**src/rtl/accumulator_fp_9x16_bit.sv**
```systemverilog
// Sums nine signed fixed-point products plus a bias and saturates to N bits.
// Build option: ACCUMULATOR_RELU_EN clamps negative results to zero.
//
// state | meaning
// IDLE  | waiting for start; result holds the last value
// ARM   | one-cycle gap so the upstream busy can rise
// WAIT  | waiting for mult_busy to drop, then latch p1..p9
// ACC   | adds one latched product per cycle, p1 first
// DONE  | result registered, valid high for this one cycle
module accumulator_fp_9x16_bit #(
    parameter int Q = 12,
    parameter int N = 16
) (
    input  logic         clk,
    input  logic         rst,
    input  logic [N-1:0] p1,
    input  logic [N-1:0] p2,
    input  logic [N-1:0] p3,
    input  logic [N-1:0] p4,
    input  logic [N-1:0] p5,
    input  logic [N-1:0] p6,
    input  logic [N-1:0] p7,
    input  logic [N-1:0] p8,
    input  logic [N-1:0] p9,
    input  logic [N-1:0] bias,
    input  logic         start,
    input  logic         mult_busy,
    output logic [N-1:0] result,
    output logic         valid,
    output logic         busy
);

    localparam int AW = N + 4;

    // Q only names the binary point; integer addition is the same for any Q.
    if (Q >= N) begin : g_q_exceeds_width
    end

    typedef enum logic [2:0] {IDLE, ARM, WAIT, ACC, DONE} state_t;

    state_t        state;
    logic [N-1:0]  prod [9];
    logic [AW-1:0] acc;
    logic [3:0]    idx;

    logic [N-1:0]  prod_sel;
    logic [AW-1:0] acc_sum;
    logic [N-1:0]  sat;

    always_comb begin
        prod_sel = prod[idx];
        acc_sum  = acc + {{(AW-N){prod_sel[N-1]}}, prod_sel};
        // The sum fits when every bit above the N-bit sign position agrees.
        if ((&acc_sum[AW-1:N-1]) || !(|acc_sum[AW-1:N-1]))
            sat = acc_sum[N-1:0];
        else if (acc_sum[AW-1])
            sat = {1'b1, {(N-1){1'b0}}};
        else
            sat = {1'b0, {(N-1){1'b1}}};
`ifdef ACCUMULATOR_RELU_EN
        if (sat[N-1])
            sat = '0;
`endif
    end

    always_ff @(posedge clk or posedge rst) begin
        if (rst) begin
            state  <= IDLE;
            result <= '0;
            valid  <= 1'b0;
            busy   <= 1'b0;
            acc    <= '0;
            idx    <= '0;
            for (int i = 0; i < 9; i++)
                prod[i] <= '0;
        end else begin
            valid <= 1'b0;
            case (state)
                IDLE: begin
                    if (start) begin
                        acc   <= {{(AW-N){bias[N-1]}}, bias};
                        busy  <= 1'b1;
                        state <= ARM;
                    end
                end
                ARM: state <= WAIT;
                WAIT: begin
                    if (!mult_busy) begin
                        prod[0] <= p1;
                        prod[1] <= p2;
                        prod[2] <= p3;
                        prod[3] <= p4;
                        prod[4] <= p5;
                        prod[5] <= p6;
                        prod[6] <= p7;
                        prod[7] <= p8;
                        prod[8] <= p9;
                        idx     <= '0;
                        state   <= ACC;
                    end
                end
                ACC: begin
                    acc <= acc_sum;
                    idx <= idx + 4'd1;
                    if (idx == 4'd8) begin
                        result <= sat;
                        valid  <= 1'b1;
                        state  <= DONE;
                    end
                end
                DONE: begin
                    busy  <= 1'b0;
                    state <= IDLE;
                end
                default: state <= IDLE;
            endcase
        end
    end

endmodule

```
**config.mk**
```make
export PLATFORM = sky130hd
export DESIGN_NAME = accumulator_fp_9x16_bit
export DESIGN_NICKNAME = d
export VERILOG_FILES = /design/src/rtl/accumulator_fp_9x16_bit.sv
export SDC_FILE = /design/constraint.sdc
export NUM_CORES = 1
export LEC_CHECK = 0
export CAP_MARGIN = 20
export CORE_MARGIN = 3
export CORE_UTILIZATION = 30
export CTS_CLUSTER_SIZE = 14
export DETAILED_ROUTE_END_ITERATION = 8
export PLACE_DENSITY = 0.59
export RECOVER_POWER = 100
export SLEW_MARGIN = 20
export SYNTH_ARGS = -nofsm -noshare
export SYNTH_HDL_FRONTEND = slang
export SYNTH_SLANG_ARGS = --single-unit
```
**constraint.sdc**
```tcl
create_clock -name clk -period 7.7 [get_ports clk]
set_input_delay 1.155 -clock clk [delete_from_list [all_inputs] [get_ports clk]]
set_output_delay 1.155 -clock clk [all_outputs]
set_load 0.05 [all_outputs]
```
==> impl_metrics.ini, run 1 <==
[synthesis]
ys_types = 61
synth_top_family_by_area = multiplexers
synth-edff-count = 0
synthAdderAreaFrac_pct = 3.00
synthSimpleGateAreaFrac_pct = 7.31
ys.warnings.count = 0
synth_mux_area_share_pct = 26.6
synthFlopType = dfrtp_1
synth-compound-area-share_pct = 8.91
synth-xor-area-share_pct = 1.40
syn_inst = 737
yosysSeqAreaShare_pct = 50.3
avgSynthCellArea_um2 = 12.8
ys_ff_latch = 189
netlist_area_um2 = 9410
async_flop_share_pct = 100
synth_nets = 923

[setup_path]
crit_arrival_ns = 5.52
path_cells = dlygate4sd3_1 > nand2b_1 > nor3_1 > clkbuf_2 > nor2_1 > o21ai_0 > o21ai_0
critPathRequiredTime_ns = 7.99
cpPeakStageDelay_ns = 2.54
cp_top_family = buffers and inverters
cp-end-kind = flip-flop
crit_top_cell = o21ai_0
critPathSlowestCell = clkbuf_2
cp-start-kind = input port
crit_type = input port to flip-flop
crit_buf_inv = 2
path_max_fanout = 145

[final_layout]
num-nets-final = 1088
final_core_utilization_pct = 39.5
drive_gt1_share_pct = 24.6
fin_area_um2 = 12200
final_common_cell = dfrtp_1
final_cell_count_no_fill = 1311
layout_common_cells = dfrtp_1 (187), clkdlybuf4s50_1 (160), mux2_2 (144)
syn_to_final_growth_pct = 29.2
antenna_cells = 0

[sta]
finalCritPeriodShare_pct = 68.0
setup_ws_ns = 2.47
finClkSkew_ns = 0.0154
tightest_slew_ns = 3.84
fin_crit_ns = 5.23
setup_violations = 0
slew_headroom_pct = -156
grt_setup_unrepaired = no
fmax_ghz = 0.191
slew_viol_final = 164
final-hold-violation-count = 0
tns_ns = 0
hold_slack_ns = 0.474

[die]
core_um2 = 30700
die_h_um = 183
die_x_um = 183
initial_core_util_pct = 30.6
die-area_um2 = 33500
placementRows = 64
boundaryPins = 182

[drt]
first_pass_iters = 5
drc = 0
vias = 6638
drt_iter0_markers = 505
final_antenna_net_count = 0
wl_per_cell_um = 20.1
routed_wl_mm = 26.3
viasPerCell = 5.06

[clocking]
htreeDepth = 4
cts_max_path_buffers = 2
clockRootBuffer = clkbuf_16
numCtsBuffers = 17
hold_buffers = 0
tritoncts = built
cts_setup_buffers = 0
insertion_delay_ns = 0.44
cts_resized = 0
cts_sinks = 189
cts.clk_slew.worst_paths_ns = 0.07

[placed_design]
port_buffers = 181
place_area_um2 = 11600
preCtsSetupSlack_ns = 2.86
dp_hpwl_mm = 18.9
place.gp.congestion = 0.848
dp.cells = 1279

[pwr]
internal_power_mw = 3.77
p_sw_share_pct = 42.5
total_power_mw = 6.56
power_switching_mw = 2.78
seq_power_share_pct = 27.8
leakage_nw = 4.92
pwr-share-clk_pct = 14.0
power_density_nw_per_um2 = 539
p_comb_share_pct = 58.2
ir_worst_vdd_v = 0.000274

[global_route]
grt_first_pass_wirelength_mm = 39.8
grt_usage_pct = 15.7
antenna_found_initial = 0
first_global_vias = 6777
grt_max_degree = 146
grt_overflow_total = 0

[job]
max-cap-violations = 2

[run_status]
violations = max-capacitance violations, max-slew violations
status = finished with violations

[worst_hold_path]
hold_class = flip-flop to flip-flop
-- synthesized netlist by cell type, drive strengths merged, types with 2 or more instances --
library cell | number | area (µm²)
dfrtp | 189 | 4730
mux2 | 144 | 1620
nand2 | 59 | 224
a21oi | 42 | 210
nor2 | 34 | 130
mux4 | 32 | 724
o21ai | 31 | 159
clkbuf | 30 | 113
ha | 21 | 263
mux2i | 16 | 160
o32ai | 16 | 185
and3 | 15 | 93.8
buf | 12 | 77.6
inv | 12 | 45.0
xor2 | 8 | 70.1
a21o | 7 | 52.6
xnor2 | 7 | 61.3
a211oi | 5 | 37.5
a31oi | 5 | 31.3
and2 | 4 | 25.0
nand2b | 4 | 25.0
nand3b | 3 | 22.5
nand4 | 3 | 18.8
nor3 | 3 | 15.0
o21bai | 3 | 22.5
or2 | 3 | 18.8
or3 | 3 | 23.8
a211o | 2 | 17.5
and4 | 2 | 17.5
nand3 | 2 | 10.0
nor2b | 2 | 12.5
nor4 | 2 | 27.5
nor4b | 2 | 23.8
o31ai | 2 | 15.0
-- cell families after synthesis --
logic type / Yosys count
XOR/XNOR: 15
multiplexers: 192
AND/OR/NAND/NOR: 141
AO/OA/AOI/OAI: 124
adder cells (fa/ha/maj): 22
flip-flops: 189
buffers and inverters: 54
-- flip-flops by register name, summed over array words and instances (netlist names) --
name	flops
state	3
valid	1
busy	1
acc	20
result	16
idx	4
prod	144
-- worst paths after layout --
path	from	endpoint	slack [ns]	depth (start not counted)
max	mult_busy	idx[3]$_DFFE_PP0P_	2.47	7
min	result[15]$_DFFE_PP0P_	result[15]$_DFFE_PP0P_	0.47	1
max reg2reg	idx[0]$_DFFE_PP0P_	result[0]$_DFFE_PP0P_	2.77	13
min reg2reg	result[15]$_DFFE_PP0P_	result[15]$_DFFE_PP0P_	0.47	1
max in group asynchronous	rst	idx[1]$_DFFE_PP0P_	4.69	3
min in group asynchronous	rst	state[1]$_DFFE_PP0P_	1.37	2
-- worst register-to-register path, cell delays in order (launching register included) --
cell	delay (ns)
dfrtp_2	0.34
buf_4	0.58
mux4_2	0.64
mux2i_1	0.23
o21ai_0	0.12
ha_1	0.35
and2_0	0.19
a221oi_1	0.35
a21oi_1	0.22
o2111a_1	0.30
o21ai_0	0.25
nand2_2	0.09
nor2_1	0.87
o32ai_1	0.23
-- per-layer routing --
metal  track usage [%]  share of wire (%)  routed length [µm]  vias up
li1                  -                  -                   -     3040
met1              22.1                 46               12000     3379
met2              25.0                 49               12800      201
met3              3.29                5.0                1310       18
met4              3.26               0.87                 228        0
met5                 0                  0                   0        -
-- layout make-up --
| type | count | area, µm² |
|---|---|---|
| Clock buffer | 22 | 464 |
| Clock inverter | 10 | 129 |
| Fill cell | 2990 | 18600 |
| Inverter | 12 | 52.6 |
| Multi-Input combinational cell | 494 | 4420 |
| Sequential cell | 189 | 4730 |
| Tap cell | 396 | 495 |
| Timing Repair Buffer | 188 | 1860 |
-- power by group through the flow --
stage               logic (mW)  clock network (mW)  registers (mW)
finish                    3.81               0.918            1.83
global route              4.14               0.983            1.89
CTS                       3.82               0.945            1.84
detailed placement        3.80                   0            1.86
global placement          3.76                   0            1.84
floorplan                 2.71                   0            1.88
(Power assumes the default switching activity.)
==> inputs of run 2 (changes only) <==
==> constraint.sdc (replaced) <==
create_clock -name clk -period 5.2 [get_ports clk]
set_input_delay 0.78 -clock clk [delete_from_list [all_inputs] [get_ports clk]]
set_output_delay 0.78 -clock clk [all_outputs]
set_load 0.05 [all_outputs]
==> run 2 against run 1 <==
Compared with the run above: the run still ends with max-capacitance violations, max-slew violations left; sequential share of layout area is 0.28 points lower; register-to-register slack got worse by 2.2 ns; die area stayed put.
==> impl_metrics.ini, run 2 (synthesized netlist as in run 1, its figures left out) <==
[run_status]
violations = max-capacitance violations, max-slew violations
status = finished with violations

[placed_design]
preCtsSetupSlack_ns = 0.810
dp_hpwl_mm = 19.1
place.gp.congestion = 0.860
port_buffers = 181
dp.cells = 1285

[sta]
finClkSkew_ns = 0.0169
hold_slack_ns = 0.498
fin_crit_ns = 4.63
final-hold-violation-count = 0
tightest_slew_ns = 3.67
setup_ws_ns = 0.570
tns_ns = 0
grt_setup_unrepaired = no
slew_viol_final = 152
finalCritPeriodShare_pct = 89.0
fmax_ghz = 0.216
slew_headroom_pct = -145
setup_violations = 0

[setup_path]
critPathRequiredTime_ns = 5.52
path_max_fanout = 19
cp-end-kind = flip-flop
cpPeakStageDelay_ns = 0.93
critPathSlowestCell = dfrtp_1
path_cells = clkbuf_1 > mux4_2 > mux2i_1 > o21ai_0 > ha_1 > a21oi_1 > a211o_1 > o21bai_1 > a31oi_1 > xnor2_1 > nor4_4 > buf_4 > o32ai_1
cp-start-kind = flip-flop
crit_type = flip-flop to flip-flop
crit_arrival_ns = 4.95

[final_layout]
drive_gt1_share_pct = 25.2
syn_to_final_growth_pct = 30.1
final_cell_count_no_fill = 1319
final_common_cell = dfrtp_1
num-nets-final = 1095
largest_register_ff_count = 144
max_flop_register = prod
top_regs = prod (144), acc (20), result (16)
layout_common_cells = dfrtp_1 (188), clkdlybuf4s50_1 (161), mux2_2 (144)

[pwr]
leakage_nw = 4.95
power_density_nw_per_um2 = 786
total_power_mw = 9.62
ir_worst_vdd_v = 0.000367

[global_route]
grt_usage_pct = 15.4
grt_max_degree = 190
grt_overflow_total = 0
antenna_found_initial = 5
grt_first_pass_wirelength_mm = 39.5
first_global_vias = 6711

[drt]
vias = 6560
first_pass_iters = 4
wl_per_cell_um = 19.7
final_antenna_net_count = 0
drt_iter0_markers = 430
routed_wl_mm = 26.0
drc = 0
viasPerCell = 4.97

[die]
boundaryPins = 182
die_h_um = 183
placementRows = 64
core_um2 = 30700
die_x_um = 183
initial_core_util_pct = 30.6
die-area_um2 = 33500

[clocking]
cts.clk_slew.worst_paths_ns = 0.08
cts_sinks = 189
cts_resized = 0
clockRootBuffer = clkbuf_16
hold_buffers = 0
tritoncts = built
cts_setup_buffers = 0
htreeDepth = 4
numCtsBuffers = 17
cts_max_path_buffers = 2
insertion_delay_ns = 0.45

[job]
max-cap-violations = 2

[worst_hold_path]
hold_class = flip-flop to flip-flop
[run 2: changes by cell type in the layout (fill, tap and decap cells not counted), sizes merged]
cell	previous run	this run
buf	6	9
bufinv	2	0
clkbuf	23	22
clkdlybuf4s50	160	161
clkinv	4	5
clkinvlp	0	3
diode	0	1
dlygate4sd3	21	20
inv	16	19
[run 2: power by group]
group	total (mW)	internal [mW]	switching [mW]
Combinational	5.51	2.55	2.96
Sequential	2.77	2.25	0.519
Clock	1.34	0.660	0.682
[run 2: final timing paths]
check	start	slack, ns	cells after the start	endpoint
max in group asynchronous	rst	1.00	3	prod[11]$_DFFE_PP0P_
min reg2reg	result[15]$_DFFE_PP0P_	0.50	1	result[15]$_DFFE_PP0P_
max	idx[1]$_DFFE_PP0P_	0.57	13	result[14]$_DFFE_PP0P_
min	result[15]$_DFFE_PP0P_	0.50	1	result[15]$_DFFE_PP0P_
max reg2reg	idx[1]$_DFFE_PP0P_	0.57	13	result[14]$_DFFE_PP0P_
min in group asynchronous	rst	2.13	3	prod[99]$_DFFE_PP0P_
[run 2: final cells by class]
| cell class | instances | area (µm²) |
|---|---|---|
| antenna | 1 | 2.50 |
| clock buffer | 17 | 425 |
| clock inverter | 15 | 186 |
| fill | 2952 | 18500 |
| inverter | 12 | 48.8 |
| multi-input combinational | 494 | 4430 |
| sequential | 189 | 4730 |
| tap | 396 | 495 |
| timing repair buffer | 195 | 1920 |
[run 2: through the flow]
step	util (%)	instance area (µm²)
floorplan	-	9420
global placement	38.0	11700
detailed placement	38.0	11700
CTS	40.0	12300
global route	39.8	12200
finish	39.8	12200
[run 2: critical path, delay by kind of cell (launching register included)]
kind	cells	cell delay [ns]
compound gates	6	1.37
flops	1	0.93
buf+inv	2	0.66
mux	2	0.61
xor+xnor	1	0.42
fa+ha+maj	1	0.41
simple gates	1	0.09
[run 2: metal layers]
metal / GRT usage (%) / wire length [µm] / vias up
li1: - / - / 3069
met1: 20.9 / 11300 / 3298
met2: 24.6 / 12500 / 161
met3: 5.28 / 1940 / 22
met4: 2.65 / 150 / 10
met5: 0 / 80 / -
==> inputs of run 3 (changes only) <==
--- a/config.mk
+++ b/config.mk
@@ -12,7 +12,7 @@
 export DETAILED_ROUTE_END_ITERATION = 8
 export PLACE_DENSITY = 0.59
 export RECOVER_POWER = 100
-export SLEW_MARGIN = 20
+export SLEW_MARGIN = 10
 export SYNTH_ARGS = -nofsm -noshare
 export SYNTH_HDL_FRONTEND = slang
 export SYNTH_SLANG_ARGS = --single-unit
==> run 3 against run 2 <==
Compared with the run above: the run still ends with max-capacitance violations, max-slew violations left; final area is 0.19% lower; non-clock buffer count is 1 lower; via count grew 0.79%; sequential power is essentially flat; count of clock-buffer cells in the layout unchanged; utilization is 0.077 points lower; critical endpoint unchanged; highest routed layer unchanged.
==> impl_metrics.ini, run 3 (synthesized netlist as in run 1, its figures left out) <==
[setup_path]
cp-end-kind = flip-flop
r2r_start = idx[1]$_DFFE_PP0P_
cp-start-kind = flip-flop
critPathRequiredTime_ns = 5.52
crit_type = flip-flop to flip-flop
crit_arrival_ns = 4.95
critPathLaunch = idx[1]$_DFFE_PP0P_
rr_endpoint = result[14]$_DFFE_PP0P_
path_max_fanout = 19
r2r_slack_ns = 0.57
ff2ff_path_depth = 13
setup.worst_path.end = result[14]$_DFFE_PP0P_

[final_layout]
seqCellArea_um2 = 4730
layout_common_cells = dfrtp_1 (188), clkdlybuf4s50_1 (160), mux2_2 (144)
multi_input_area_um2 = 4430
max_flop_register = prod
drive_gt1_share_pct = 25.2
top_regs = prod (144), acc (20), result (16)
syn_to_final_growth_pct = 29.8
fillers = 2955
largest_register_ff_count = 144
num-nets-final = 1094
final_common_cell = dfrtp_1

[pwr]
internal_power_mw = 5.46
p_sw_share_pct = 43.2
ir_worst_vdd_v = 0.000372
leakage_nw = 4.94
p_comb_share_pct = 57.3
pwr-share-clk_pct = 13.9
seq_power_share_pct = 28.8
power_density_nw_per_um2 = 787
power_switching_mw = 4.16

[sta]
hold_slack_ns = 0.497
fmax_ghz = 0.216
final-hold-violation-count = 0
setup_violations = 0
finalCritPeriodShare_pct = 89.0
grt_setup_unrepaired = no
tns_ns = 0
slew_headroom_pct = -76.2
finClkSkew_ns = 0.0159
fin_crit_ns = 4.63
slew_viol_final = 276
tightest_slew_ns = 2.64

[drt]
viasPerCell = 5.02
wl_per_cell_um = 19.6
drc = 0
drt_iter0_markers = 433
vias = 6612
final_antenna_net_count = 0
routed_wl_mm = 25.8
first_pass_iters = 4

[clocking]
htreeDepth = 4
cts_setup_buffers = 0
cts_sinks = 189
cts.clk_slew.worst_paths_ns = 0.08
insertion_delay_ns = 0.44
clockRootBuffer = clkbuf_16
cts_max_path_buffers = 2
cts_resized = 0
hold_buffers = 0
tritoncts = built
numCtsBuffers = 17

[placed_design]
dp_hpwl_mm = 19.1
place.gp.congestion = 0.860
port_buffers = 181

[global_route]
grt_first_pass_wirelength_mm = 39.5
first_global_vias = 6711
grt_max_degree = 190
antenna_found_initial = 5
grt_overflow_total = 0
grt_usage_pct = 15.4

[run_status]
status = finished with violations
violations = max-capacitance violations, max-slew violations

[die]
die-area_um2 = 33500
boundaryPins = 182
core_um2 = 30700
die_h_um = 183
die_x_um = 183
placementRows = 64
initial_core_util_pct = 30.6

[job]
max-cap-violations = 2

[worst_hold_path]
hold_class = flip-flop to flip-flop
run 3: cell types whose count changed in the layout (fill, tap and decap cells not counted):
cell and delta:
dlygate4sd3_1 +1, clkbuf_1 -1, buf_16 -1, clkdlybuf4s50_1 -1
clkbuf_4 +1
run 3: final cells by class:
cell class	instances	area share, %
multi-input cells	494	36.2
well taps	396	4.05
clock buffers	17	3.48
repair buffers	194	15.6
diodes	1	0.0205
flip-flops and latches	189	38.7
clock inverters	15	1.53
inverters	12	0.399
run 3: worst min-delay path by stage:
stage / from / end / slack, ns / cells after the start
after global placement: prod[76]$_DFFE_PP0P_ / prod[76]$_DFFE_PP0P_ / 0.49 / 1
final: result[15]$_DFFE_PP0P_ / result[15]$_DFFE_PP0P_ / 0.50 / 1
after detailed placement: result[15]$_DFFE_PP0P_ / result[15]$_DFFE_PP0P_ / 0.49 / 1
after global routing: prod[105]$_DFFE_PP0P_ / prod[105]$_DFFE_PP0P_ / 0.52 / 1
after floorplan: prod[63]$_DFFE_PP0P_ / prod[63]$_DFFE_PP0P_ / 0.47 / 1
after CTS: result[15]$_DFFE_PP0P_ / result[15]$_DFFE_PP0P_ / 0.51 / 1
run 3: per-stage QoR:
step	util, %	cells	worst slack (ns)	instance area, µm²	power [mW]
6_report	39.7	1318	0.572	12200	9.62
5_1_grt	39.7	1317	0.202	12200	10.3
4_1_cts	40.0	1317	0.768	12300	9.77
3_5_place_dp	38.0	1285	0.810	11700	8.39
3_3_place_gp	38.0	1285	0.839	11700	8.34
2_1_floorplan	-	737	1.07	9420	6.80
run 3: power groups by stage:
| stage | clock [mW] | sequential (mW) | combinational [mW] |
|---|---|---|---|
| CTS | 1.38 | 2.79 | 5.60 |
| detailed placement | 0 | 2.82 | 5.57 |
| finish | 1.34 | 2.77 | 5.51 |
| floorplan | 0 | 2.78 | 4.01 |
| global placement | 0 | 2.81 | 5.52 |
| global route | 1.44 | 2.87 | 6.02 |
run 3: worst max-delay path, cell delays in order (launching register included):
cell	delay (ns)
dfrtp_1	0.93
clkbuf_1	0.44
mux4_2	0.43
mux2i_1	0.19
o21ai_0	0.11
ha_1	0.41
a21oi_1	0.15
a211o_1	0.32
o21bai_1	0.31
a31oi_1	0.15
xnor2_1	0.43
nor4_4	0.09
buf_4	0.21
o32ai_1	0.33
run 3: metal layers:
layer,vias to the layer above,track usage (%),wire (µm)
met1,3339,20.9,11400
met3,26,5.28,1810
met5,-,0,80
met2,175,24.6,12400
met4,10,2.65,172
li1,3062,-,-
